[src/rtl/imm_field_packer_if.sv]
// imm_field_packer_if: input/output handshake bundle of the immediate-field packer.
interface imm_field_packer_if;
    localparam int unsigned VALUE_W = 32;
    localparam int unsigned FIELD_W = 26;
    localparam int unsigned SEL_W   = 2;

    logic               in_valid;
    logic               in_ready;
    logic [VALUE_W-1:0] in_value;
    logic [SEL_W-1:0]   in_select;
    logic               out_valid;
    logic               out_ready;
    logic [FIELD_W-1:0] out_field;
    logic [SEL_W-1:0]   out_select;
    logic               out_overflow;
    logic               out_invalid;

    // Producer of words / consumer of results.
    modport master (
        output in_valid, in_value, in_select, out_ready,
        input  in_ready, out_valid, out_field, out_select, out_overflow, out_invalid
    );

    // The packer itself.
    modport slave (
        input  in_valid, in_value, in_select, out_ready,
        output in_ready, out_valid, out_field, out_select, out_overflow, out_invalid
    );
endinterface

[src/rtl/imm_field_packer.sv]
// imm_field_packer: two-stage encoder from a 32-bit signed value to the
// 26/14/17-bit immediate field the sign extender expands back, with overflow
// flagging and a saturating error counter.
// Optional feature macro: IMM_PACK_SATURATE_EN (clamp out-of-range values
// instead of truncating them).
module imm_field_packer (
    input  logic                clock,
    input  logic                reset,
    imm_field_packer_if.slave   bus,
    input  logic                err_clear,
    output logic [15:0]         err_count,
    output logic                err_sticky
);
    localparam int unsigned VALUE_W = 32;
    localparam int unsigned FIELD_W = 26;
    localparam int unsigned SEL_W   = 2;
    localparam int unsigned CNT_W   = 16;
    localparam int unsigned NW_W    = 5;

    // Stage 1: accepted input word
    logic               s1_valid_q,  s1_valid_d;
    logic [VALUE_W-1:0] s1_value_q,  s1_value_d;
    logic [SEL_W-1:0]   s1_select_q, s1_select_d;

    // Stage 2: computed result, drives the output side
    logic               s2_valid_q,    s2_valid_d;
    logic [FIELD_W-1:0] s2_field_q,    s2_field_d;
    logic [SEL_W-1:0]   s2_select_q,   s2_select_d;
    logic               s2_overflow_q, s2_overflow_d;
    logic               s2_invalid_q,  s2_invalid_d;

    // Error accounting
    logic [CNT_W-1:0]   err_count_q,  err_count_d;
    logic               err_sticky_q, err_sticky_d;

    // Handshake and datapath intermediates
    logic               in_ready_c;
    logic               in_fire_c;
    logic               s1_adv_c;
    logic               out_fire_c;
    logic [NW_W-1:0]    field_w_c;
    logic [VALUE_W-1:0] shifted_c;
    logic [VALUE_W-1:0] mask_c;
    logic [VALUE_W-1:0] half_c;
    logic               fits_c;
    logic [FIELD_W-1:0] calc_field_c;
    logic               calc_overflow_c;
    logic               calc_invalid_c;

    // Pipeline flow control: S1 moves on whenever S2 is empty or draining.
    always_comb begin
        out_fire_c = s2_valid_q && bus.out_ready;
        s1_adv_c   = s1_valid_q && (!s2_valid_q || bus.out_ready);
        in_ready_c = !s1_valid_q || !s2_valid_q || bus.out_ready;
        in_fire_c  = bus.in_valid && in_ready_c;
    end

    // Encode the S1 word: fit test via arithmetic shift, then truncate or clamp.
    always_comb begin
        calc_field_c    = '0;
        calc_overflow_c = 1'b0;
        calc_invalid_c  = 1'b0;
        field_w_c       = NW_W'(26);
        unique case (s1_select_q)
            2'b01:   field_w_c = NW_W'(14);
            2'b10:   field_w_c = NW_W'(17);
            default: field_w_c = NW_W'(26);
        endcase
        // Bits [31:N-1] all equal means the value survives an N-bit round trip.
        shifted_c = VALUE_W'($signed(s1_value_q) >>> (field_w_c - NW_W'(1)));
        fits_c    = (shifted_c == '0) || (&shifted_c);
        mask_c    = (VALUE_W'(1) << field_w_c) - VALUE_W'(1);
        half_c    = VALUE_W'(1) << (field_w_c - NW_W'(1));
        if (s1_select_q == 2'b11) begin
            calc_invalid_c = 1'b1;
        end else begin
            calc_overflow_c = !fits_c;
            calc_field_c    = FIELD_W'(s1_value_q & mask_c);
`ifdef IMM_PACK_SATURATE_EN
            if (!fits_c) begin
                calc_field_c = s1_value_q[VALUE_W-1] ? FIELD_W'(half_c)
                                                     : FIELD_W'(half_c - VALUE_W'(1));
            end
`endif
        end
    end

    // Next-state for both stages and the error counters.
    always_comb begin
        s1_valid_d    = s1_valid_q;
        s1_value_d    = s1_value_q;
        s1_select_d   = s1_select_q;
        s2_valid_d    = s2_valid_q;
        s2_field_d    = s2_field_q;
        s2_select_d   = s2_select_q;
        s2_overflow_d = s2_overflow_q;
        s2_invalid_d  = s2_invalid_q;
        err_count_d   = err_count_q;
        err_sticky_d  = err_sticky_q;

        if (s1_adv_c) begin
            s1_valid_d = 1'b0;
        end
        if (in_fire_c) begin
            s1_valid_d  = 1'b1;
            s1_value_d  = bus.in_value;
            s1_select_d = bus.in_select;
        end

        if (out_fire_c) begin
            s2_valid_d = 1'b0;
        end
        if (s1_adv_c) begin
            s2_valid_d    = 1'b1;
            s2_field_d    = calc_field_c;
            s2_select_d   = s1_select_q;
            s2_overflow_d = calc_overflow_c;
            s2_invalid_d  = calc_invalid_c;
        end

        // A clear in the same cycle swallows the coinciding error.
        if (err_clear) begin
            err_count_d  = '0;
            err_sticky_d = 1'b0;
        end else if (out_fire_c && (s2_overflow_q || s2_invalid_q)) begin
            if (err_count_q != '1) begin
                err_count_d = err_count_q + CNT_W'(1);
            end
            err_sticky_d = 1'b1;
        end
    end

    // State registers with synchronous active-low reset.
    always_ff @(posedge clock) begin
        if (!reset) begin
            s1_valid_q    <= 1'b0;
            s1_value_q    <= '0;
            s1_select_q   <= '0;
            s2_valid_q    <= 1'b0;
            s2_field_q    <= '0;
            s2_select_q   <= '0;
            s2_overflow_q <= 1'b0;
            s2_invalid_q  <= 1'b0;
            err_count_q   <= '0;
            err_sticky_q  <= 1'b0;
        end else begin
            s1_valid_q    <= s1_valid_d;
            s1_value_q    <= s1_value_d;
            s1_select_q   <= s1_select_d;
            s2_valid_q    <= s2_valid_d;
            s2_field_q    <= s2_field_d;
            s2_select_q   <= s2_select_d;
            s2_overflow_q <= s2_overflow_d;
            s2_invalid_q  <= s2_invalid_d;
            err_count_q   <= err_count_d;
            err_sticky_q  <= err_sticky_d;
        end
    end

    assign bus.in_ready     = in_ready_c;
    assign bus.out_valid    = s2_valid_q;
    assign bus.out_field    = s2_field_q;
    assign bus.out_select   = s2_select_q;
    assign bus.out_overflow = s2_overflow_q;
    assign bus.out_invalid  = s2_invalid_q;
    assign err_count        = err_count_q;
    assign err_sticky       = err_sticky_q;
endmodule

[src/flat_wrapper.sv]
// flat-port wrapper written by rule: the top's interface ports become plain ports
module imm_field_packer_flat 
  (clock, reset, err_clear, err_count, err_sticky, bus_in_valid, bus_in_value, bus_in_select, bus_out_ready, bus_in_ready, bus_out_valid, bus_out_field, bus_out_select, bus_out_overflow, bus_out_invalid);
  imm_field_packer_if bus_i ();
  input  logic clock;
  input  logic reset;
  input  logic err_clear;
  output logic [15:0] err_count;
  output logic err_sticky;
  input wire logic [$bits(bus_i.in_valid)-1:0] bus_in_valid;
  input wire logic [$bits(bus_i.in_value)-1:0] bus_in_value;
  input wire logic [$bits(bus_i.in_select)-1:0] bus_in_select;
  input wire logic [$bits(bus_i.out_ready)-1:0] bus_out_ready;
  output wire logic [$bits(bus_i.in_ready)-1:0] bus_in_ready;
  output wire logic [$bits(bus_i.out_valid)-1:0] bus_out_valid;
  output wire logic [$bits(bus_i.out_field)-1:0] bus_out_field;
  output wire logic [$bits(bus_i.out_select)-1:0] bus_out_select;
  output wire logic [$bits(bus_i.out_overflow)-1:0] bus_out_overflow;
  output wire logic [$bits(bus_i.out_invalid)-1:0] bus_out_invalid;
  assign bus_i.in_valid = bus_in_valid;
  assign bus_i.in_value = bus_in_value;
  assign bus_i.in_select = bus_in_select;
  assign bus_i.out_ready = bus_out_ready;
  assign bus_in_ready = bus_i.in_ready;
  assign bus_out_valid = bus_i.out_valid;
  assign bus_out_field = bus_i.out_field;
  assign bus_out_select = bus_i.out_select;
  assign bus_out_overflow = bus_i.out_overflow;
  assign bus_out_invalid = bus_i.out_invalid;
  imm_field_packer u_core (.clock(clock), .reset(reset), .bus(bus_i), .err_clear(err_clear), .err_count(err_count), .err_sticky(err_sticky));
endmodule
[config.mk]
export PLATFORM = sky130hd
export DESIGN_NAME = imm_field_packer_flat
export DESIGN_NICKNAME = d
export VERILOG_FILES = /design/src/rtl/imm_field_packer_if.sv /design/src/rtl/imm_field_packer.sv /design/src/flat_wrapper.sv
export SDC_FILE = /design/constraint.sdc
export NUM_CORES = 1
export LEC_CHECK = 0
export BUFFER_PORTS_ARGS = -buffer_cell sky130_fd_sc_hd__buf_2
export CAP_MARGIN = 20
export CORE_MARGIN = 2
export CORE_UTILIZATION = 57
export CTS_BUF_LIST = sky130_fd_sc_hd__clkbuf_16
export DETAILED_ROUTE_END_ITERATION = 12
export PLACE_DENSITY_LB_ADDON = 0.25
export SETUP_SLACK_MARGIN = 0.3
export SYNTH_ARGS = -nofsm -noshare
export SYNTH_HDL_FRONTEND = slang
export SYNTH_SLANG_ARGS = --single-unit
[constraint.sdc]
create_clock -name clock -period 3.9 [get_ports clock]
set_input_delay 0.39 -clock clock [delete_from_list [all_inputs] [get_ports clock]]
set_output_delay 0.39 -clock clock [all_outputs]
set_load 0.05 [all_outputs]
Word-level counts from Yosys, hierarchy flattened
Cells that the tools add are included.
- register bits after elaboration: 83
- bits of input ports: 39
- output and inout bits: 49
- logic and storage cells: 47
- shifts and indexed selects: 2
- muxes and demuxes: 8
- eq/ne operators: 4
- bitwise logic cells: 2
- reduce and logical (&&, ||, !) cells: 18
- add/subtract/negate cells: 3
- operator list (cell ; count):
    32-bit logical NOT ; 1
    32-bit AND reduction ; 1
    32-bit by 5-bit >>> shifter with 32-bit output ; 1
    26-bit bitwise AND ; 1
    26-bit two-way mux ; 1
    1-bit by 5-bit << shifter with 26-bit output (first input constant) ; 1
    26-bit by 2-bit subtractor with 26-bit output (second input constant) ; 1
    16-bit by 1-bit adder with 16-bit output (second input constant) ; 1
    16-bit inequality test (second input constant) ; 1
    5-bit case mux with 2 select lines ; 1
    1-bit two-way mux ; 6
    1-bit logical OR ; 5
    5-bit by 1-bit subtractor with 5-bit output (second input constant) ; 1
    2-bit == test (second input constant) ; 2
    1-bit logical AND ; 4
    2-bit nonzero test ; 2
    1-bit logical NOT ; 3
    2-bit by 1-bit == test with 1-bit output (second input constant) ; 1
    2-bit AND reduction ; 1
    2-bit OR reduction ; 1
    1-bit NOT ; 1

Logic depth before layout (Yosys ltp)
Gate-level depths: netlist of run 1.
- depth after elaboration: 8
- gate-level depth with buffers: 14
- mapped depth without buffers: 10

Worst setup path before layout of run 1
No wires, ideal clock.
- kind: register to register
- from: reg u_core.s1_select_q[0]
- to: reg u_core.s2_overflow_q, in the netlist u_core.bus.out_overflow
- cell stages (with the launch flop): 12
- required time: 3.769 ns
- arrival time: 2.675 ns
- setup time: 0.131 ns
- setup slack: 1.094 ns
- path buffers: 2
- clock period less this slack: 2.806 ns
- cells stage by stage: dfxtp_1 > inv_1 > ha_1 > buf_6 > buf_6 > and2b_1 > a221oi_2 > nand3_1 > or4_1 > o31a_1 > nor4_1 > o41ai_1
- word-level cells in the longest chain between the ends: 8
- elaborated cells on any way between the ends: 11
- classes of those cells: add/sub (1); eq/ne (3); shift (1); mux (2); reduce/logical (4)
- RTL lines (item ; RTL line ; source):
    from (decl) ; imm_field_packer.sv:23 ; logic [SEL_W-1:0] s1_select_q, s1_select_d;
    from (signal assigned) ; imm_field_packer.sv:149 ; s1_select_q <= s1_select_d;
    2-bit == test or 2-bit by 1-bit == test with 1-bit output (tied branches) ; imm_field_packer.sv:64 ; unique case (s1_select_q)
    5-bit case mux with 2 select lines ; imm_field_packer.sv:64 ;
    5-bit by 1-bit subtractor with 5-bit output ; imm_field_packer.sv:70 ; shifted_c = VALUE_W'($signed(s1_value_q) >>> (field_w_c - NW_W'(1)));
    32-bit by 5-bit >>> shifter with 32-bit output ; imm_field_packer.sv:70 ;
    32-bit logical NOT or 32-bit AND reduction (tied branches) ; imm_field_packer.sv:71 ; fits_c = (shifted_c == '0) || (&shifted_c);
    1-bit logical OR ; imm_field_packer.sv:71 ;
    1-bit logical NOT ; imm_field_packer.sv:77 ; calc_overflow_c = !fits_c;
    1-bit two-way mux * ; imm_field_packer.sv:74 ; if (s1_select_q == 2'b11) begin
    to (signal assigned) ; imm_field_packer.sv:153 ; s2_overflow_q <= s2_overflow_d;
    to (decl) ; imm_field_packer.sv:29 ; logic s2_overflow_q, s2_overflow_d;
Mark *: on every way between the ends. The rest lies on a longest branch, timed or not.
A chain may end at the register's enable or synchronous reset.

Worst setup path in the final report of run 1
Ends and elaborated chain as after synthesis.

==> results.ini, run 1 <==
[timing]
maxSlewHeadroom_pct = 37.8
grt_setup_unrepaired = no
fin_setup_tns_ns = 0
drv_slew = 0
timing.final.crit_share_pct = 85.6
maxClockFrequency_ghz = 0.299
min_period_ns = 3.34
final_setup_violation_count = 0
finalHoldViolCount = 0
whs_ns = 0.300
worst-slew-pin-transition_ns = 0.933
clock-skew-final_ns = 0.0112

[cells_and_area]
syn2layout_area_growth_pct = 15.9
num-nets-final = 793
post-route-cell-area_sq_um = 6280
finalCoreUtilization_pct = 68.0
post_route_cells_drive_above_1_share_pct = 20.9
insertedDiodeCount = 0

[die]
design.die.area_sq_um = 10300
starting_utilization_of_the_core_area_pct = 58.7
floorplan.io_pins = 88
placeableCoreArea_sq_um = 9240
die_h_microns = 102
die_x_microns = 102
placementRows = 35

[yosys]
synth.cell_area_sq_um = 5420
synth_most_common_cell = sky130_fd_sc_hd__nand2_1
synth_edf_count = 0
netlist-cell-type-count = 60
cell_type_with_the_largest_total_area_after_synthesis = sky130_fd_sc_hd__dfxtp_1
post_synth.cell_area_avg_sq_um = 7.94
synth.net_count = 729
synth_top_cell_area_share_pct = 30.7
synth_seq_cells = 83
most_common_flop_cell_mapped_by_yosys = sky130_fd_sc_hd__dfxtp_1
synth.yosys.warnings = 0
netlist_instances = 683
postSynth.asyncResetShare_pct = 0
synthTopCellsByArea = sky130_fd_sc_hd__dfxtp_1 31%, sky130_fd_sc_hd__nand2_1 8.8%, sky130_fd_sc_hd__a21boi_0 7.5%
synth.cells.most_frequent = 127 x sky130_fd_sc_hd__nand2_1, 83 x sky130_fd_sc_hd__dfxtp_1, 54 x sky130_fd_sc_hd__a21boi_0
synth_seq_area_share_pct = 30.7

[clock_tree]
longest_clk_path_bufs = 2
cts-buffers-inserted = 9
clock_input_transition_at_the_sequential_cells_of_the_worst_setup_and_hold_paths_ns = 0.07
tritoncts_num_sinks = 83
later_pin_clock_latency_in_the_skew_report_ns = 0.34
clk_root_buffer_cell = sky130_fd_sc_hd__clkbuf_16
cts_max_level = 3
tritoncts = built

[worst_setup_path]
worst-path-buf-inv = 2
worstSetupStartpointType = register
critPathRequiredTime_ns = 4.12
cpMaxStageDelayCell = sky130_fd_sc_hd__or4_1
timing.critical_path.max_delay_family = compound AO/OA/AOI/OAI gates
cp_max_fo = 25
critical-path-max-stage-delay_ns = 0.42
worst-endpoint-arrival_ns = 3.56
worst-setup-path-type = reg2reg
cp_cell_sequence = inv_1, ha_4, mux2i_1, a21oi_1, a211oi_1, buf_4, nand4_1, or4_1, o31a_1, nor4_1, o41ai_1
worstSetupEndpointType = register

[global_route]
antenna_found_initial = 0
via_count_of_the_first_global_routing_pass = 5109
maximum_number_of_pins_on_one_net_before_global_route_repair = 68
leftover_overflow_at_the_end_of_global_routing = 0
global_route_wire_length_before_repair_microns = 26400
grt_usage_pct = 33.0

[pwr]
power.static_leakage_nw = 2.41
cellPowerDensity_nw_per_um2 = 351
report.power.total_mw = 2.21
worst_ir_drop_vdd_v = 0.000327

[routing]
detailedRoute.firstIterationViolations = 519
route.vias.total = 5571
detail_route.wl_per_cell_microns = 19.2
detail_route.first_pass.iterations = 5
drc = 0
drt.antenna.violating_nets = 0
detail_route.vias_per_cell = 6.32
wirelength_microns = 16900

[place]
dpl-instance-area_sq_um = 5930
dp_hpwl_microns = 12200
placement.io_buffers = 87
gpl.final_weighted_congestion = 0.955

[hold_path]
worst_hold_path_type = in2reg

[run_status]
status = completed

[run]
cap_violations = 0

-- worst paths after layout --
kind / startpoint / to / slack, ns / cells past startpoint
setup / recovery: u_core.s1_select_q[0] / u_core.bus.out_overflow / 0.56 / 11
hold reg to reg: u_core.err_sticky / u_core.err_sticky / 0.44 / 2
setup reg to reg: u_core.s1_select_q[0] / u_core.bus.out_overflow / 0.56 / 11
hold / removal: bus_in_value[29] / u_core.s1_value_q[29] / 0.30 / 3
-- state kept, by name, summed over array words and instances (netlist names) --
register	count
u_core.bus.out_field	26
u_core.bus.out_invalid	1
u_core.bus.out_overflow	1
u_core.bus.out_select	2
u_core.bus.out_valid	1
u_core.err_count	16
u_core.err_sticky	1
u_core.s1_select_q	2
u_core.s1_valid_q	1
u_core.s1_value_q	32
-- metrics by stage --
| stage | worst slack, ns | instances |
|---|---|---|
| after global placement | 0.488 | 864 |
| after floorplan | 1.09 | 683 |
| after CTS | 0.467 | 880 |
| after global routing | 0.415 | 881 |
| final | 0.561 | 881 |
| after detailed placement | 0.465 | 864 |
-- area by class of cell --
class | instances | area [sq um]
Tap cell | 129 | 161
Clock buffer | 9 | 225
Clock inverter | 7 | 75.1
Sequential cell | 83 | 1660
Inverter | 17 | 63.8
Multi-Input combinational cell | 527 | 3460
Fill cell | 740 | 2960
Timing Repair Buffer | 109 | 633
-- timing repair --
item	CTS	global route
hold buffers	0	0
endpoints found under the setup margin	0	1
buffers inserted	0	0
resized for setup	0	3
-- cells by family after synthesis --
logic type / share of synthesized area [%]
compound gates: 22.5
xor+xnor: 2.10
fa+ha+maj: 1.62
buf+inv: 5.98
flops: 30.7
mux: 12.5
other cells: 0.0692
simple gates: 24.6
-- cell usage in the layout, fill, tap and decap left out, types with 17 or more instances in the layout --
cell type	synthesis	routed
sky130_fd_sc_hd__a21boi_0	54	54
sky130_fd_sc_hd__a21oi_1	31	31
sky130_fd_sc_hd__buf_2	13	87
sky130_fd_sc_hd__buf_4	1	20
sky130_fd_sc_hd__dfxtp_1	83	83
sky130_fd_sc_hd__mux2i_1	20	20
sky130_fd_sc_hd__nand2_1	127	127
sky130_fd_sc_hd__nand2b_1	17	17
sky130_fd_sc_hd__nand3_1	34	34
sky130_fd_sc_hd__nor2_1	40	40
sky130_fd_sc_hd__nor2b_1	20	20
sky130_fd_sc_hd__o21ai_0	22	22
-- report_power, final --
group / total [mW] / leakage (nW) / switching, mW / internal, mW
Clock: 0.868 / 0.150 / 0.367 / 0.502
Combinational: 0.410 / 1.58 / 0.245 / 0.165
Sequential: 0.928 / 0.676 / 0.0530 / 0.875
-- worst reg2reg max path: stages (launching register included) --
cell and delay, ns:
sky130_fd_sc_hd__dfxtp_1 0.37, sky130_fd_sc_hd__inv_1 0.23, sky130_fd_sc_hd__ha_4 0.38, sky130_fd_sc_hd__mux2i_1 0.40, sky130_fd_sc_hd__a21oi_1 0.12, sky130_fd_sc_hd__a211oi_1 0.31, sky130_fd_sc_hd__buf_4 0.20, sky130_fd_sc_hd__nand4_1 0.08
sky130_fd_sc_hd__or4_1 0.42, sky130_fd_sc_hd__o31a_1 0.32, sky130_fd_sc_hd__nor4_1 0.30, sky130_fd_sc_hd__o41ai_1 0.11
-- per-layer routing --
layer / wire [microns] / up-vias / GRT usage, % / part of all wire, %
li1: - / 2569 / - / -
met4: 518 / 0 / 13.3 / 3.1
met1: 6880 / 2625 / 43.7 / 41
met3: 1540 / 49 / 6.49 / 9.1
met5: 0 / - / 0 / 0
met2: 7960 / 328 / 53.1 / 47
Power figures use the tool's default switching activity.
==> run 2, diff against run 1 <==
==> constraint.sdc (replaced) <==
create_clock -name clock -period 3.1 [get_ports clock]
set_input_delay 0.31 -clock clock [delete_from_list [all_inputs] [get_ports clock]]
set_output_delay 0.31 -clock clock [all_outputs]
set_load 0.05 [all_outputs]
==> results.ini, run 2 (synthesized netlist as in run 1, its figures left out) <==
[run_status]
status = completed

[cells_and_area]
insertedDiodeCount = 0  ; unchanged
largest_reg_flops = 32  ; unchanged
largest_register = u_core.s1_value_q
num-nets-final = 830  ; +4.7%
post_route_cells_drive_above_1_share_pct = 27.8  ; +6.9 points
layout_commonest_cell = sky130_fd_sc_hd__nand2_1
most-common-layout-cells = 127 x sky130_fd_sc_hd__nand2_1, 87 x sky130_fd_sc_hd__buf_2, 81 x sky130_fd_sc_hd__dfxtp_1, 54 x sky130_fd_sc_hd__a21boi_0, 50 x sky130_fd_sc_hd__buf_4
syn2layout_area_growth_pct = 25.1
finalCoreUtilization_pct = 73.4  ; +5.4 points

[routing]
drt.antenna.violating_nets = 0  ; unchanged
detail_route.vias_per_cell = 6.21  ; -1.7%
detail_route.wl_per_cell_microns = 19.2  ; +0.34%
route.vias.total = 5704  ; +2.4%
wirelength_microns = 17700  ; +4.6%
drc = 0  ; unchanged
detail_route.first_pass.iterations = 7  ; +2
detailedRoute.firstIterationViolations = 669  ; +29%

[die]
die_x_microns = 102  ; unchanged
die_h_microns = 102  ; unchanged
floorplan.io_pins = 88  ; unchanged
design.die.area_sq_um = 10300  ; unchanged
starting_utilization_of_the_core_area_pct = 58.7  ; unchanged
placementRows = 35  ; unchanged
placeableCoreArea_sq_um = 9240  ; unchanged

[pwr]
report.power.total_mw = 2.87  ; +30%
power.static_leakage_nw = 2.64  ; +9.6%
cellPowerDensity_nw_per_um2 = 423  ; +20%
worst_ir_drop_vdd_v = 0.000306  ; -6.4%

[worst_setup_path]
ff2ff_path_depth = 10  ; -1
launch_point_of_the_critical_path = u_core.s1_select_q[0]
cp_max_fo = 7  ; -72%
critical-path-max-stage-delay_ns = 0.52  ; +0.10 ns
cp_cell_sequence = inv_4, ha_4, buf_6, mux2_1, mux4_2, o221ai_2, a21oi_2, or4_4, nor4_2, o41ai_1
worstSetupStartpointType = register
worstSetupEndpointType = register
regToRegEndpoint = u_core.bus.out_overflow
worst-path-buf-inv = 2  ; unchanged
timing.critical_path.max_delay_family = multiplexers
worst-setup-path-type = reg2reg
r2r_slack_ns = 0.26  ; -0.30 ns
path_depth = 10  ; -1
worst_setup_path_endpoint = u_core.bus.out_overflow
critPathRequiredTime_ns = 3.32  ; -0.80 ns
worst-endpoint-arrival_ns = 3.07  ; -0.49 ns
r2r_start = u_core.s1_select_q[0]
cpMaxStageDelayCell = sky130_fd_sc_hd__or4_4

[timing]
worst-slew-pin-transition_ns = 0.810  ; -0.123 ns
grt_setup_unrepaired = yes
finalHoldViolCount = 0  ; unchanged
min_period_ns = 2.84  ; -0.496 ns
timing.final.crit_share_pct = 91.7  ; +6.1 points
maxSlewHeadroom_pct = 46.0  ; +8.2 points
final_setup_violation_count = 0  ; unchanged
maxClockFrequency_ghz = 0.352  ; +17%
drv_slew = 0  ; unchanged
clock-skew-final_ns = 0.0142  ; +0.00301 ns
fin_setup_tns_ns = 0  ; unchanged

[clock_tree]
cts_max_level = 3  ; unchanged
later_pin_clock_latency_in_the_skew_report_ns = 0.34  ; about the same
clk_root_buffer_cell = sky130_fd_sc_hd__clkbuf_16
tritoncts_num_sinks = 83  ; unchanged
tritoncts = built
cts-buffers-inserted = 9  ; unchanged
clock_input_transition_at_the_sequential_cells_of_the_worst_setup_and_hold_paths_ns = 0.07  ; about the same
postCtsHoldBufs = 0  ; unchanged
longest_clk_path_bufs = 2  ; unchanged

[place]
gpl.final_weighted_congestion = 1.00  ; +5.2%
dp_hpwl_microns = 12400  ; +2.1%
placement.io_buffers = 87  ; unchanged

[run]
cap_violations = 0  ; unchanged

[global_route]
leftover_overflow_at_the_end_of_global_routing = 0  ; unchanged
via_count_of_the_first_global_routing_pass = 5399  ; +5.7%
maximum_number_of_pins_on_one_net_before_global_route_repair = 41  ; -40%
antenna_found_initial = 0  ; unchanged
grt_usage_pct = 34.8  ; +1.8 points
global_route_wire_length_before_repair_microns = 28100  ; +6.3%

[hold_path]
worst_hold_path_type = in2reg

==> run 2: cell count changes in the layout (fill, tap and decap cells not counted), sizes merged <==
cell	previous run	this run
bufbuf	0	2
buf	109	144
==> run 2: how the worst min path moves through the flow <==
stage | start | endpoint | depth (start not counted)
after floorplan | bus_in_select[0] | u_core.s1_select_q[0] | 2
after global placement | u_core.err_sticky | u_core.err_sticky | 2
after detailed placement | u_core.err_sticky | u_core.err_sticky | 2
after CTS | bus_in_value[18] | u_core.s1_value_q[18] | 3
after global routing | bus_in_value[20] | u_core.s1_value_q[20] | 3
final | bus_in_value[18] | u_core.s1_value_q[18] | 3
==> run 2: worst register-to-register path, delay by kind of cell (launching register included) <==
kind | cells | cell delay [ns]
flip-flops | 1 | 0.34
buffers and inverters | 2 | 0.22
AND/OR/NAND/NOR | 2 | 0.81
multiplexers | 2 | 0.83
AO/OA/AOI/OAI | 3 | 0.35
adder cells (fa/ha/maj) | 1 | 0.20
==> run 2: report_power, final <==
group	total, mW	internal, mW	leakage (nW)	switching, mW
clock	1.10	0.632	0.150	0.465
combinational	0.605	0.269	1.81	0.335
sequential	1.17	1.10	0.677	0.0658
total	2.87	2.00	2.64	0.867
==> run 2: through the flow <==
step	hold WS, ns	cell area [sq um]	instances	setup WS, ns
2_1_floorplan	0.447	5420	683	0.334
3_3_place_gp	0.431	6160	889	0.0257
3_5_place_dp	0.442	6160	889	-0.0888
4_1_cts	0.217	6700	915	0.300
5_1_grt	0.223	6780	918	0.167
6_report	0.217	6780	918	0.257
==> run 2: routing by layer <==
metal | global-route usage [%] | share of wire [%]
met4 | 13.0 | 3.1
met1 | 46.6 | 41
met2 | 56.4 | 47
met3 | 6.00 | 9.0
met5 | 0 | 0
==> run 2: final cells by class <==
type	instances	area, sq um
clock buffers	9	225
clock inverters	7	75.1
fillers	694	2460
inverters	17	66.3
multi-input cells	527	3590
flip-flops and latches	83	1670
well taps	129	161
repair buffers	146	998
==> run 2: repair_timing <==
item                       CTS  global route
pin swaps                    6             8
setup endpoints to repair    1             1
resized for setup           24            15
setup buffers                8             3
gates cloned                 2             0
==> run 3, diff against run 2 <==
--- a/config.mk
+++ b/config.mk
@@ -12,6 +12,7 @@
 export CTS_BUF_LIST = sky130_fd_sc_hd__clkbuf_16
 export DETAILED_ROUTE_END_ITERATION = 12
 export PLACE_DENSITY_LB_ADDON = 0.25
+export RECOVER_POWER = 100
 export SETUP_SLACK_MARGIN = 0.3
 export SYNTH_ARGS = -nofsm -noshare
 export SYNTH_HDL_FRONTEND = slang
==> results.ini, run 3 (synthesized netlist as in run 1, its figures left out) <==
[run_status]
status = completed

[pwr]
clock_power_share_pct = 38.3  ; about the same
power_switching_share_pct = 30.3  ; +0.074 points
cellPowerDensity_nw_per_um2 = 428  ; +1.1%
power.static_leakage_nw = 2.41  ; -8.9%
p_sw_mw = 0.868  ; +0.11%
combinationalPowerShare_pct = 20.9  ; -0.2 points
power_report.internal_total_mw = 2.00  ; -0.24%
seq_power_share_pct = 40.7  ; about the same
worst_ir_drop_vdd_v = 0.000305  ; -0.48%
report.power.total_mw = 2.86  ; -0.13%

[cells_and_area]
layout_commonest_cell = sky130_fd_sc_hd__nand2_1
final_cell_count_no_fill = 918  ; unchanged
num-nets-final = 830  ; unchanged
post-route-cell-area_sq_um = 6700  ; -1.2%
post_route_cells_drive_above_1_share_pct = 20.5  ; -7.2 points
insertedDiodeCount = 0  ; unchanged
largest_register = u_core.s1_value_q
syn2layout_area_growth_pct = 23.6
largest_reg_flops = 32  ; unchanged
most-common-layout-cells = 127 x sky130_fd_sc_hd__nand2_1, 82 x sky130_fd_sc_hd__dfxtp_1, 55 x sky130_fd_sc_hd__clkbuf_1, 54 x sky130_fd_sc_hd__a21boi_0, 45 x sky130_fd_sc_hd__buf_4

[clock_tree]
cts-buffers-inserted = 9  ; unchanged
later_pin_clock_latency_in_the_skew_report_ns = 0.33  ; about the same
longest_clk_path_bufs = 2  ; unchanged
postCtsHoldBufs = 0  ; unchanged
clk_root_buffer_cell = sky130_fd_sc_hd__clkbuf_16
tritoncts_num_sinks = 83  ; unchanged
clock_input_transition_at_the_sequential_cells_of_the_worst_setup_and_hold_paths_ns = 0.07  ; about the same
tritoncts = built
cts_max_level = 3  ; unchanged

[die]
die_x_microns = 102  ; unchanged
die_h_microns = 102  ; unchanged
placementRows = 35  ; unchanged
placeableCoreArea_sq_um = 9240  ; unchanged
starting_utilization_of_the_core_area_pct = 58.7  ; unchanged
floorplan.io_pins = 88  ; unchanged
design.die.area_sq_um = 10300  ; unchanged

[place]
dp_cells = 889  ; unchanged
dp_hpwl_microns = 12400  ; unchanged
gpl.final_weighted_congestion = 1.00  ; unchanged
dpl-instance-area_sq_um = 6160  ; unchanged
placement.setup.worst_slack_ns = -0.0888  ; unchanged
placement.io_buffers = 87  ; unchanged

[global_route]
leftover_overflow_at_the_end_of_global_routing = 0  ; unchanged
maximum_number_of_pins_on_one_net_before_global_route_repair = 41  ; unchanged
via_count_of_the_first_global_routing_pass = 5399  ; unchanged
antenna_found_initial = 0  ; unchanged
grt_usage_pct = 34.8  ; unchanged
global_route_wire_length_before_repair_microns = 28100  ; unchanged

[timing]
clock-skew-final_ns = 0.0133  ; -0.000898 ns
finalHoldViolCount = 0  ; unchanged
worst-slew-pin-transition_ns = 1.31  ; +0.502 ns
final_setup_violation_count = 0  ; unchanged
setup_slack_ns = 0.222  ; -0.0345 ns
drv_slew = 0  ; unchanged
min_period_ns = 2.88  ; +0.0345 ns
timing.final.crit_share_pct = 92.8  ; +1.1 points
grt_setup_unrepaired = yes
maxSlewHeadroom_pct = 12.6  ; -33 points
maxClockFrequency_ghz = 0.348  ; -1.2%
fin_setup_tns_ns = 0  ; unchanged

[routing]
wirelength_microns = 17700  ; +0.20%
drc = 0  ; unchanged
route.vias.total = 5705  ; +0.018%
detail_route.wl_per_cell_microns = 19.3  ; +0.20%
detail_route.vias_per_cell = 6.21  ; about the same
drt.antenna.violating_nets = 0  ; unchanged
detail_route.first_pass.iterations = 7  ; unchanged
detailedRoute.firstIterationViolations = 685  ; +2.4%

[worst_setup_path]
worst-endpoint-arrival_ns = 3.10  ; +0.03 ns
worstSetupEndpointType = register
critPathRequiredTime_ns = 3.32  ; about the same
cp_max_fo = 7  ; unchanged
worstSetupStartpointType = register
worst-setup-path-type = reg2reg

[hold_path]
worst_hold_path_type = in2reg

[run]
cap_violations = 0  ; unchanged

run 3: cell count changes in the layout (fill, tap and decap cells not counted):
cell and delta:
sky130_fd_sc_hd__a31o_1 +1, sky130_fd_sc_hd__and2_1 -2, sky130_fd_sc_hd__clkbuf_1 +55, sky130_fd_sc_hd__dfxtp_2 -1
sky130_fd_sc_hd__a31o_2 -1, sky130_fd_sc_hd__and2_0 +2, sky130_fd_sc_hd__dfxtp_1 +1, sky130_fd_sc_hd__buf_2 -50
sky130_fd_sc_hd__buf_4 -5
run 3: critical path, stage by stage (launching register included):
cell,delay (ns)
sky130_fd_sc_hd__dfxtp_1,0.39
sky130_fd_sc_hd__inv_4,0.08
sky130_fd_sc_hd__ha_4,0.20
sky130_fd_sc_hd__buf_4,0.14
sky130_fd_sc_hd__mux2_4,0.29
sky130_fd_sc_hd__mux4_2,0.51
sky130_fd_sc_hd__o22ai_2,0.18
sky130_fd_sc_hd__a21oi_2,0.06
sky130_fd_sc_hd__or4_4,0.54
sky130_fd_sc_hd__nor4_2,0.28
sky130_fd_sc_hd__o41ai_1,0.09
run 3: through the flow:
| stage | hold WS [ns] | util [%] |
|---|---|---|
| after floorplan | 0.447 | - |
| after global placement | 0.431 | 66.6 |
| after detailed placement | 0.442 | 66.6 |
| after CTS | 0.217 | 72.5 |
| after global routing | 0.227 | 72.5 |
| final | 0.223 | 72.5 |
run 3: layout make-up:
type	instances	area, sq um
sequential	83	1670
clock inverter	7	75.1
inverter	17	66.3
multi-input combinational	527	3590
clock buffer	9	225
timing repair buffer	146	917
tap	129	161
fill	735	2540
run 3: final timing paths:
kind,startpoint,endpoint,slack (ns),depth (start not counted)
max reg2reg,u_core.s1_select_q[0],u_core.bus.out_overflow,0.22,10
max,u_core.s1_select_q[0],u_core.bus.out_overflow,0.22,10
min,bus_in_value[18],u_core.s1_value_q[18],0.22,3
min reg2reg,u_core.err_sticky,u_core.err_sticky,0.45,2
run 3: routing by layer:
metal | vias to the layer above | global-route usage, % | part of all wire (%) | routed length (microns)
met2 | 310 | 56.4 | 47 | 8370
met4 | 0 | 13.0 | 3.0 | 540
li1 | 2654 | - | - | -
met3 | 53 | 6.00 | 8.7 | 1540
met1 | 2688 | 46.6 | 41 | 7260
met5 | - | 0 | 0 | 0
run 3: timing repair:
action                     4_1_cts  5_1_grt
gates resized for setup         24       15
pin swaps                        6        8
gates cloned                     2        0
setup endpoints to repair        1        1
setup buffers                    8        3
run 3: power groups by stage:
stage	Sequential, mW	Clock, mW	Combinational (mW)
final	1.17	1.10	0.600
after global routing	1.17	1.15	0.643
after CTS	1.16	1.11	0.573
after detailed placement	1.18	0	0.529
after global placement	1.18	0	0.522
after floorplan	1.19	0	0.336
